`config.mk`:
```
export PLATFORM = sky130hd
export DESIGN_NAME = board_game_ctrl_flat
export DESIGN_NICKNAME = d
export VERILOG_FILES = /design/src/rtl/board_game_ctrl_if.sv /design/src/rtl/board_game_ctrl.sv /design/src/flat_wrapper.sv
export SDC_FILE = /design/constraint.sdc
export NUM_CORES = 1
export LEC_CHECK = 0
export ABC_AREA = 1
export BUFFER_PORTS_ARGS = -buffer_cell sky130_fd_sc_hd__buf_2
export CAP_MARGIN = 20
export CELL_PAD_IN_SITES_DETAIL_PLACEMENT = 1
export CELL_PAD_IN_SITES_GLOBAL_PLACEMENT = 1
export CORE_ASPECT_RATIO = 0.6
export CORE_MARGIN = 8
export CORE_UTILIZATION = 41
export DETAILED_ROUTE_END_ITERATION = 6
export HOLD_SLACK_MARGIN = 0.15
export PLACE_DENSITY = 0.82
export SETUP_SLACK_MARGIN = 0.1
export SLEW_MARGIN = 20
export SYNTH_ARGS = -nofsm -noshare
export SYNTH_HDL_FRONTEND = slang
export SYNTH_SLANG_ARGS = --single-unit
```
`constraint.sdc`:
```
create_clock -name clk_d -period 2.3 [get_ports clk_d]
set_input_delay 0.115 -clock clk_d [delete_from_list [all_inputs] [get_ports clk_d]]
set_output_delay 0.115 -clock clk_d [all_outputs]
set_load 0.05 [all_outputs]
```
`src/rtl/board_game_ctrl_if.sv`:
```
// Game-play bus between the board generator / player buttons and board_game_ctrl.
// The master side drives the board and button pulses; the slave side publishes play state.
interface board_game_ctrl_if #(
  parameter int CNT_W = 8
);
  // Handshake: there is no valid/ready pair. Every button is a single-cycle pulse that the
  // controller always samples; a pulse that loses on priority that cycle is dropped, never held.
  logic [11:0]      board_in;
  logic             confirm;
  logic             btn_left;
  logic             btn_right;
  logic             btn_swap;
  logic             btn_restart;
  logic             btn_abort;
  logic [1:0]       game_status;
  logic [11:0]      board;
  logic [1:0]       cursor;
  logic [CNT_W-1:0] move_cnt;
  logic             win;
  logic             lose;

  modport master (
    output board_in, confirm, btn_left, btn_right, btn_swap, btn_restart, btn_abort,
    input  game_status, board, cursor, move_cnt, win, lose
  );

  modport slave (
    input  board_in, confirm, btn_left, btn_right, btn_swap, btn_restart, btn_abort,
    output game_status, board, cursor, move_cnt, win, lose
  );
endinterface

```
`src/rtl/board_game_ctrl.sv`:
```
// Tile-swap puzzle controller: captures a board, lets the player swap adjacent tiles until 0,1,2,3.
// Optional move limit with automatic restart is enabled by defining BOARD_MOVE_LIMIT_EN.
module board_game_ctrl #(
  parameter int CNT_W       = 8,
  parameter bit CURSOR_WRAP = 1'b0,
  parameter int MOVE_LIMIT  = 20
) (
  input logic               clk_d,
  input logic               rst,
  board_game_ctrl_if.slave  bus
);
  typedef enum logic [1:0] {
    S_CHOSE_BOARD  = 2'b00,
    S_GAMING       = 2'b01,
    S_GAME_INITIAL = 2'b10,
    S_WINNED       = 2'b11
  } state_t;

  localparam logic [11:0]      SOLVED  = 12'b000_001_010_011;
  localparam logic [CNT_W-1:0] CNT_MAX = '1;

  state_t           r_state;
  logic [11:0]      r_board;
  logic [11:0]      r_init_board;
  logic [1:0]       r_cursor;
  logic [CNT_W-1:0] r_move_cnt;
  logic             r_win;

  logic             w_solved;
  logic [11:0]      w_swapped;
  logic [1:0]       w_cursor_left;
  logic [1:0]       w_cursor_right;
  logic [CNT_W-1:0] w_cnt_inc;

  assign w_solved       = (r_board == SOLVED);
  assign w_cursor_right = (r_cursor >= 2'd2) ? (CURSOR_WRAP ? 2'd0 : 2'd2) : r_cursor + 2'd1;
  assign w_cursor_left  = (r_cursor == 2'd0) ? (CURSOR_WRAP ? 2'd2 : 2'd0) : r_cursor - 2'd1;
  assign w_cnt_inc      = (r_move_cnt == CNT_MAX) ? r_move_cnt : r_move_cnt + CNT_W'(1);

  // Position 0 is the most significant field; the pair is (cursor, cursor+1).
  always_comb begin
    w_swapped = r_board;
    case (r_cursor)
      2'd0:    w_swapped = {r_board[8:6], r_board[11:9], r_board[5:0]};
      2'd1:    w_swapped = {r_board[11:9], r_board[5:3], r_board[8:6], r_board[2:0]};
      2'd2:    w_swapped = {r_board[11:6], r_board[2:0], r_board[5:3]};
      default: w_swapped = r_board;
    endcase
  end

`ifdef BOARD_MOVE_LIMIT_EN
  logic r_lose;
  logic w_limit_hit;
  // The count can only sit at the limit in GAMING on the cycle right after the limiting swap.
  assign w_limit_hit = (r_move_cnt == CNT_W'(MOVE_LIMIT));
`endif

  always_ff @(posedge clk_d) begin
    if (!rst) begin
      r_state      <= S_CHOSE_BOARD;
      r_board      <= SOLVED;
      r_init_board <= SOLVED;
      r_cursor     <= 2'd0;
      r_move_cnt   <= '0;
      r_win        <= 1'b0;
`ifdef BOARD_MOVE_LIMIT_EN
      r_lose       <= 1'b0;
`endif
    end else begin
      r_win <= 1'b0;
`ifdef BOARD_MOVE_LIMIT_EN
      r_lose <= 1'b0;
`endif
      case (r_state)
        S_CHOSE_BOARD: begin
          if (bus.confirm) begin
            r_board      <= bus.board_in;
            r_init_board <= bus.board_in;
            r_cursor     <= 2'd0;
            r_move_cnt   <= '0;
            r_state      <= S_GAME_INITIAL;
          end
        end
        S_GAME_INITIAL: begin
          if (bus.btn_abort) begin
            r_state    <= S_CHOSE_BOARD;
            r_board    <= SOLVED;
            r_cursor   <= 2'd0;
            r_move_cnt <= '0;
          end else if (w_solved) begin
            r_state <= S_WINNED;
            r_win   <= 1'b1;
          end else begin
            r_state <= S_GAMING;
          end
        end
        S_GAMING: begin
          if (bus.btn_abort) begin
            r_state    <= S_CHOSE_BOARD;
            r_board    <= SOLVED;
            r_cursor   <= 2'd0;
            r_move_cnt <= '0;
          end else if (bus.btn_restart) begin
            r_state    <= S_GAME_INITIAL;
            r_board    <= r_init_board;
            r_cursor   <= 2'd0;
            r_move_cnt <= '0;
          end else if (w_solved) begin
            r_state <= S_WINNED;
            r_win   <= 1'b1;
`ifdef BOARD_MOVE_LIMIT_EN
          end else if (w_limit_hit) begin
            r_lose     <= 1'b1;
            r_state    <= S_GAME_INITIAL;
            r_board    <= r_init_board;
            r_cursor   <= 2'd0;
            r_move_cnt <= '0;
`endif
          end else if (!bus.confirm) begin
            // confirm has no effect here but still outranks the play buttons.
            if (bus.btn_swap) begin
              r_board    <= w_swapped;
              r_move_cnt <= w_cnt_inc;
            end else if (bus.btn_right) begin
              r_cursor <= w_cursor_right;
            end else if (bus.btn_left) begin
              r_cursor <= w_cursor_left;
            end
          end
        end
        S_WINNED: begin
          if (bus.btn_abort) begin
            r_state    <= S_CHOSE_BOARD;
            r_board    <= SOLVED;
            r_cursor   <= 2'd0;
            r_move_cnt <= '0;
          end else if (bus.btn_restart) begin
            r_state    <= S_GAME_INITIAL;
            r_board    <= r_init_board;
            r_cursor   <= 2'd0;
            r_move_cnt <= '0;
          end else if (bus.confirm) begin
            r_state    <= S_CHOSE_BOARD;
            r_board    <= SOLVED;
            r_cursor   <= 2'd0;
            r_move_cnt <= '0;
          end
        end
        default: r_state <= S_CHOSE_BOARD;
      endcase
    end
  end

  assign bus.game_status = r_state;
  assign bus.board       = r_board;
  assign bus.cursor      = r_cursor;
  assign bus.move_cnt    = r_move_cnt;
  assign bus.win         = r_win;
`ifdef BOARD_MOVE_LIMIT_EN
  assign bus.lose        = r_lose;
`else
  assign bus.lose        = 1'b0;
`endif
endmodule

```
`src/flat_wrapper.sv`:
```
// flat-port wrapper written by rule: the top's interface ports become plain ports
module board_game_ctrl_flat 
#(
  parameter int CNT_W       = 8,
  parameter bit CURSOR_WRAP = 1'b0,
  parameter int MOVE_LIMIT  = 20
)
  (clk_d, rst, bus_board_in, bus_confirm, bus_btn_left, bus_btn_right, bus_btn_swap, bus_btn_restart, bus_btn_abort, bus_game_status, bus_board, bus_cursor, bus_move_cnt, bus_win, bus_lose);
  board_game_ctrl_if #(.CNT_W(CNT_W)) bus_i ();
  input logic clk_d;
  input logic rst;
  input wire logic [$bits(bus_i.board_in)-1:0] bus_board_in;
  input wire logic [$bits(bus_i.confirm)-1:0] bus_confirm;
  input wire logic [$bits(bus_i.btn_left)-1:0] bus_btn_left;
  input wire logic [$bits(bus_i.btn_right)-1:0] bus_btn_right;
  input wire logic [$bits(bus_i.btn_swap)-1:0] bus_btn_swap;
  input wire logic [$bits(bus_i.btn_restart)-1:0] bus_btn_restart;
  input wire logic [$bits(bus_i.btn_abort)-1:0] bus_btn_abort;
  output wire logic [$bits(bus_i.game_status)-1:0] bus_game_status;
  output wire logic [$bits(bus_i.board)-1:0] bus_board;
  output wire logic [$bits(bus_i.cursor)-1:0] bus_cursor;
  output wire logic [$bits(bus_i.move_cnt)-1:0] bus_move_cnt;
  output wire logic [$bits(bus_i.win)-1:0] bus_win;
  output wire logic [$bits(bus_i.lose)-1:0] bus_lose;
  assign bus_i.board_in = bus_board_in;
  assign bus_i.confirm = bus_confirm;
  assign bus_i.btn_left = bus_btn_left;
  assign bus_i.btn_right = bus_btn_right;
  assign bus_i.btn_swap = bus_btn_swap;
  assign bus_i.btn_restart = bus_btn_restart;
  assign bus_i.btn_abort = bus_btn_abort;
  assign bus_game_status = bus_i.game_status;
  assign bus_board = bus_i.board;
  assign bus_cursor = bus_i.cursor;
  assign bus_move_cnt = bus_i.move_cnt;
  assign bus_win = bus_i.win;
  assign bus_lose = bus_i.lose;
  board_game_ctrl #(.CNT_W(CNT_W), .CURSOR_WRAP(CURSOR_WRAP), .MOVE_LIMIT(MOVE_LIMIT)) u_core (.clk_d(clk_d), .rst(rst), .bus(bus_i));
endmodule
```
[Word-level counts from Yosys, hierarchy flattened]
Index checks and enable logic that the tools add are counted.
Word-level totals
  bits in registers: 37
  input port bits: 20
  output and inout port bits: 26
  word-level logic and storage cells: 99
Operators by class
  $add $sub $neg: 3
  magnitude comparators: 1
  equal/unequal tests: 24
  multiplexer cells: 52
  reductions and logical operators: 10
Operators with widths (number)
  $mux W12: 10
  $mux W8: 10
  $pmux W12 S4: 1
  $mux W2: 22
  $ne A4 B4 Y1 const B: 10
  $pmux W12 S3: 1
  $pmux W8 S4: 1
  $reduce_and A9 Y1: 2
  $pmux W2 S4: 2
  $reduce_and A8 Y1: 2
  $eq A12 B7 Y1 const B: 1
  $ne A5 B5 Y1 const B: 2
  $reduce_and A5 Y1: 2
  $add A8 B1 Y8 const B: 1
  $eq A8 B8 Y1 const B: 1
  $ne A4 B3 Y1 const B: 2
  $eq A2 B2 Y1 const B: 3
  $ne A5 B4 Y1 const B: 1
  $eq A2 B1 Y1 const B: 2
  $logic_not A2 Y1: 2
  $mux W1: 4
  $ne A2 B2 Y1 const B: 2
  $reduce_and A3 Y1: 1
  $add A2 B1 Y2 const B: 1
  other kinds (4): 4

[Logic depth before layout (Yosys ltp)]
  depth in word-level cells: 10
  depth in mapped cells: 12
  mapped depth without buffers: 12

[Worst setup path after synthesis]
No wires, ideal clock.
  path type: flip-flop to flip-flop
  start: register u_core.r_state[1], in the netlist u_core.bus.game_status[1]
  end: register u_core.r_move_cnt[7], in the netlist u_core.bus.move_cnt[7]
  setup time: 0.116 ns
  arrival time: 1.868 ns
  data required time: 2.184 ns
  path slack: 0.316 ns
  cell stages (with the launch flop): 13
  path buffers: 0
  clock period less this slack: 1.984 ns
  cell sequence: dfxtp_1 inv_1 ha_1 inv_1 nor2_1 nand2_1 nand2_1 nor2_2 nand3_2 inv_2 nand2_1 nor2_1 nor2_1
On the way
  longest elaborated chain between the ends: 3
  elaborated cells on any way between the ends: 11
  those cells by class: eq/ne: 8; mux: 1; reduce/logical: 2
RTL lines
  start, declared: line board_game_ctrl.sv:22  | state_t r_state;
  start signal, assigned: line board_game_ctrl.sv:60  | r_state <= S_CHOSE_BOARD;
  start signal, assigned: line board_game_ctrl.sv:81  | r_state <= S_GAME_INITIAL;
  start signal, assigned: line board_game_ctrl.sv:86  | r_state <= S_CHOSE_BOARD;
  $eq A2 B1 Y1 / $eq A2 B2 Y1 (equally long branches): line board_game_ctrl.sv:74  | case (r_state)
  $ne A4 B4 Y1 (no line) / $ne A2 B2 Y1 (equally long branches)
  $reduce_and A5 Y1 (no line)
  end signal, assigned: line board_game_ctrl.sv:123  | r_move_cnt <= w_cnt_inc;
  end, declared: line board_game_ctrl.sv:26  | logic [CNT_W-1:0] r_move_cnt;
Parallel ways exist; a longest one is shown, timed or not.
A chain may end at the register's enable or synchronous reset.

[Final worst setup path]
  start: register u_core.r_state[0], in the netlist u_core.bus.game_status[0]
  end: register u_core.r_board[9], in the netlist u_core.bus.board[9]
On the way
  longest elaborated chain between the ends: 3
  elaborated cells on any way between the ends: 15
  those cells by class: eq/ne: 12; mux: 1; reduce/logical: 2
RTL lines
  $eq A2 B1 Y1, or another cell as far along: line board_game_ctrl.sv:74
  $ne A4 B3 Y1 (no line), or another cell as far along
  $reduce_and A9 Y1 (no line)
  end signal, assigned: line board_game_ctrl.sv:77  | r_board <= bus.board_in;
  end signal, assigned: line board_game_ctrl.sv:105  | r_board <= r_init_board;
  end signal, assigned: line board_game_ctrl.sv:122  | r_board <= w_swapped;
  end, declared: line board_game_ctrl.sv:23  | logic [11:0] r_board;
Parallel ways exist; a longest one is shown, timed or not.

==> summary.md <==
| Metric | Value |
|---|---|
| GR Overflow Total | 0 |
| Initial DRC count | about 180 |
| Final setup violation count | 0 |
| Routed vias | 2958 |
| Slowest CP cell | dfxtp_1 |
| Area contributors post-synth | dfxtp_1 (29%), nand2_1 (18%), nor2_1 (8.0%), o21ai_0 (6.4%), inv_1 (6.0%) |
| Routed WL per cell | approximately 17 um |
| Final WS setup | 0.341 ns |
| Clk_skew | a little over 0.007 ns |
| Vias in the first global route | 2993 |
| Crit path time final | slightly below 2 ns |
| DRT Wirelength | 9.53 mm |
| PwrDens | between 500 and 600 mW/mm2 |
| Chip Width | 118 um |
| Post-Syn Nets | 450 |
| Startpoint Class | register |
| Worst hold-check path type | in2reg |
| Maximum buffer depth of the clock tree | 2 |
| Placeable Area | 0.00608 mm2 |
| Relative slew slack | about 66% |
| Crit path DAT | about 2.2 ns |
| # IOs | 46 |
| Flops & latches, synth | 37 |
| Rows | 22 |
| Post-synthesis sequential area ratio | between 20% and 30% |
| CP Capture Type | register |
| CTS clock-pin slew for the worst setup and hold paths | 0.08 ns |
| CTS tree | done |
| Post-Synthesis Cells | 418 |
| Synth warn | 0 |
| Post-synth top area share | between 20% and 30% |
| Syn_area_per_cell | 6.14 um2 |
| Critical-path maximum fanout | 6 |
| Run status | completed |
| Max-capacitance violation count | 0 |
| Critical path's largest stage delay | ~0.43 ns |
| Area after DPL | roughly 0.0029 mm2 |
| Diode count | 0 |
| Vias per inst | 5.28 |
| Clk_lat worst skew | 0.30 ns |
| Resize count post-CTS | 0 |
| Max rail drop VDD | between 0.2 and 0.3 mV |
| First-pass GRT wire length | around 16 mm |
| Initial antenna violation count | 0 |
| Final Wtd Congestion | between 0.8 and 0.9 |
| TritonRoute pass-1 iters | 4 |
| Cts bufs inserted | 5 |
| Port bufs | 44 |
| Final worst path period share | between 80% and 90% |
| Remaining DRCs | 0 |
| Slew Limit Fails | 0 |
| CTS Root Cell | clkbuf_8 |
| Util after Layout | between 50% and 60% |
| HPWL after DPL | between 7 and 8 mm |
| Largest net degree at the start of global routing | 28 |
| Cell Chain, Critical Path | inv_1 > ha_1 > inv_1 > nor2_1 > inv_1 > nand2_1 > nor2_1 > nand4_1 > nor2_2 > nand2_1 > nand2_1 > nor2_1 |
| Peak Freq | just over 500 MHz |
| Critical path type | reg2reg |
| Largest area contributor in the netlist | dfxtp_1 |
| Mapped Area | roughly 0.0026 mm2 |
| Setup TNS | 0 ns |
| Worst-margin pin slew | 0.502 ns |
| Post-route ant nets | 0 |
| Gr usage total | roughly a fifth |
| Total Power | about 1.8 mW |
| Layout area overhead | 20.0% |
| Die area | 0.00913 mm2 |
| Placed cell count | 540 |
| Final hold vios | 0 |
| Proportion of layout cells with a drive suffix above 1 | between 10% and 20% |
| LEAKAGE | roughly 1.5 nW |
| H-tree level count | 2 |
| # nets final | ~500 |
| Non-filler cells, final | 560 |
| Post-route cell area | roughly 0.003 mm2 |
| Area occupied by multi-input gates | between 0.0015 and 0.002 mm2 |
| Cell variety after synth | 32 |
| RSZ-0062 raised after global routing | no |
| Fillers | 877 |
| Hold Slack | ~0.15 ns |
| Place WS | 0.415 ns |
| Starting Density | roughly 42% |
| Crit path required time | 2.50 ns |
| Die height | ~77 um |
| Reg area | ~740 um2 |
| TritonCTS Sinks | 37 |
cell type report:
cell class	instances	share of cell area (%)
multi-input combinational	322	51.5
sequential	37	24.1
timing repair buffer	62	12.5
inverter	47	5.81
tap	84	3.41
clock buffer	6	2.36
clock inverter	2	0.325
critical path: cells and delay by family, from the launching register on:
family | cells | cell delay, ns
DFF | 1 | 0.43
adders and majority gates | 1 | 0.22
buffers and inverters | 3 | 0.28
and+or+nand+nor | 8 | 0.93
layer usage:
metal	vias to the layer above	global-route usage [%]	routed length, um
li1	1459	-	-
met3	9	5.12	774
met5	-	0	0
met2	92	30.6	3920
met1	1398	30.1	4770
met4	0	3.81	67
where the power goes:
group | internal, mW | total, mW | switching (mW)
logic | 0.166 | 0.586 | 0.421
registers | 0.697 | 0.754 | 0.0570
clock network | 0.211 | 0.461 | 0.250
total | 1.07 | 1.80 | 0.728
Yosys cell counts, drive strengths merged:
cell / instances
xnor2: 1
nor3: 2
nor3b: 2
nand3b: 1
conb: 1
nand2: 127
clkbuf: 7
nand4: 11
o21ai: 38
inv: 46
o211ai: 4
nor2: 62
a22oi: 3
dfxtp: 37
ha: 12
o22ai: 2
a21oi: 28
clkinv: 1
buf: 5
nand3: 28
timing repair:
item,CTS,global route
endpoints found under the hold margin,12,0
hold buffers,12,0
buffers inserted,0,0
cells by family after synthesis:
kind of cell	Yosys count	synth area share, %
and+or+nand+nor	233	40.0
AOI/OAI and AO/OA	75	15.4
buffers and inverters	59	9.32
DFF	37	28.9
adders and majority gates	12	5.85
xor gates and xnor gates	1	0.342
other	1	0.146
placed cells by master, fill, tap and decap left out, drive strengths merged:
cell type,synthesis,routed
inv,46,46
nor2,62,62
nand3b,1,1
clkbuf,7,6
nand2,127,127
conb,1,1
buf,5,50
dlygate4sd3,0,12
o22ai,2,2
nand3,28,28
o21ai,38,38
nand4,11,11
nor3b,2,2
xnor2,1,1
nor3,2,2
clkinv,1,3
dfxtp,37,37
o211ai,4,4
ha,12,12
a22oi,3,3
a21oi,28,28
path summary, 6_finish.rpt:
| kind | startpoint | endpoint | slack [ns] | depth (start not counted) |
|---|---|---|---|---|
| max | u_core.bus.game_status[0]$_SDFFE_PN0P_ | u_core.bus.board[9]$_SDFFE_PN0P_ | 0.34 | 12 |
| min | bus_board_in[9] | u_core.r_init_board[9]$_SDFFE_PN0P_ | 0.15 | 3 |
| min reg2reg | u_core.r_init_board[9]$_SDFFE_PN0P_ | u_core.r_init_board[9]$_SDFFE_PN0P_ | 0.48 | 2 |
| max reg2reg | u_core.bus.game_status[0]$_SDFFE_PN0P_ | u_core.bus.board[9]$_SDFFE_PN0P_ | 0.34 | 12 |
registers in the layout (all words and copies together), names as in the netlist:
signal / flops
u_core.bus.board: 12
u_core.r_init_board: 12
u_core.bus.move_cnt: 8
u_core.bus.cursor: 2
u_core.bus.game_status: 2
u_core.bus.win: 1
(Power assumes the default switching activity.)
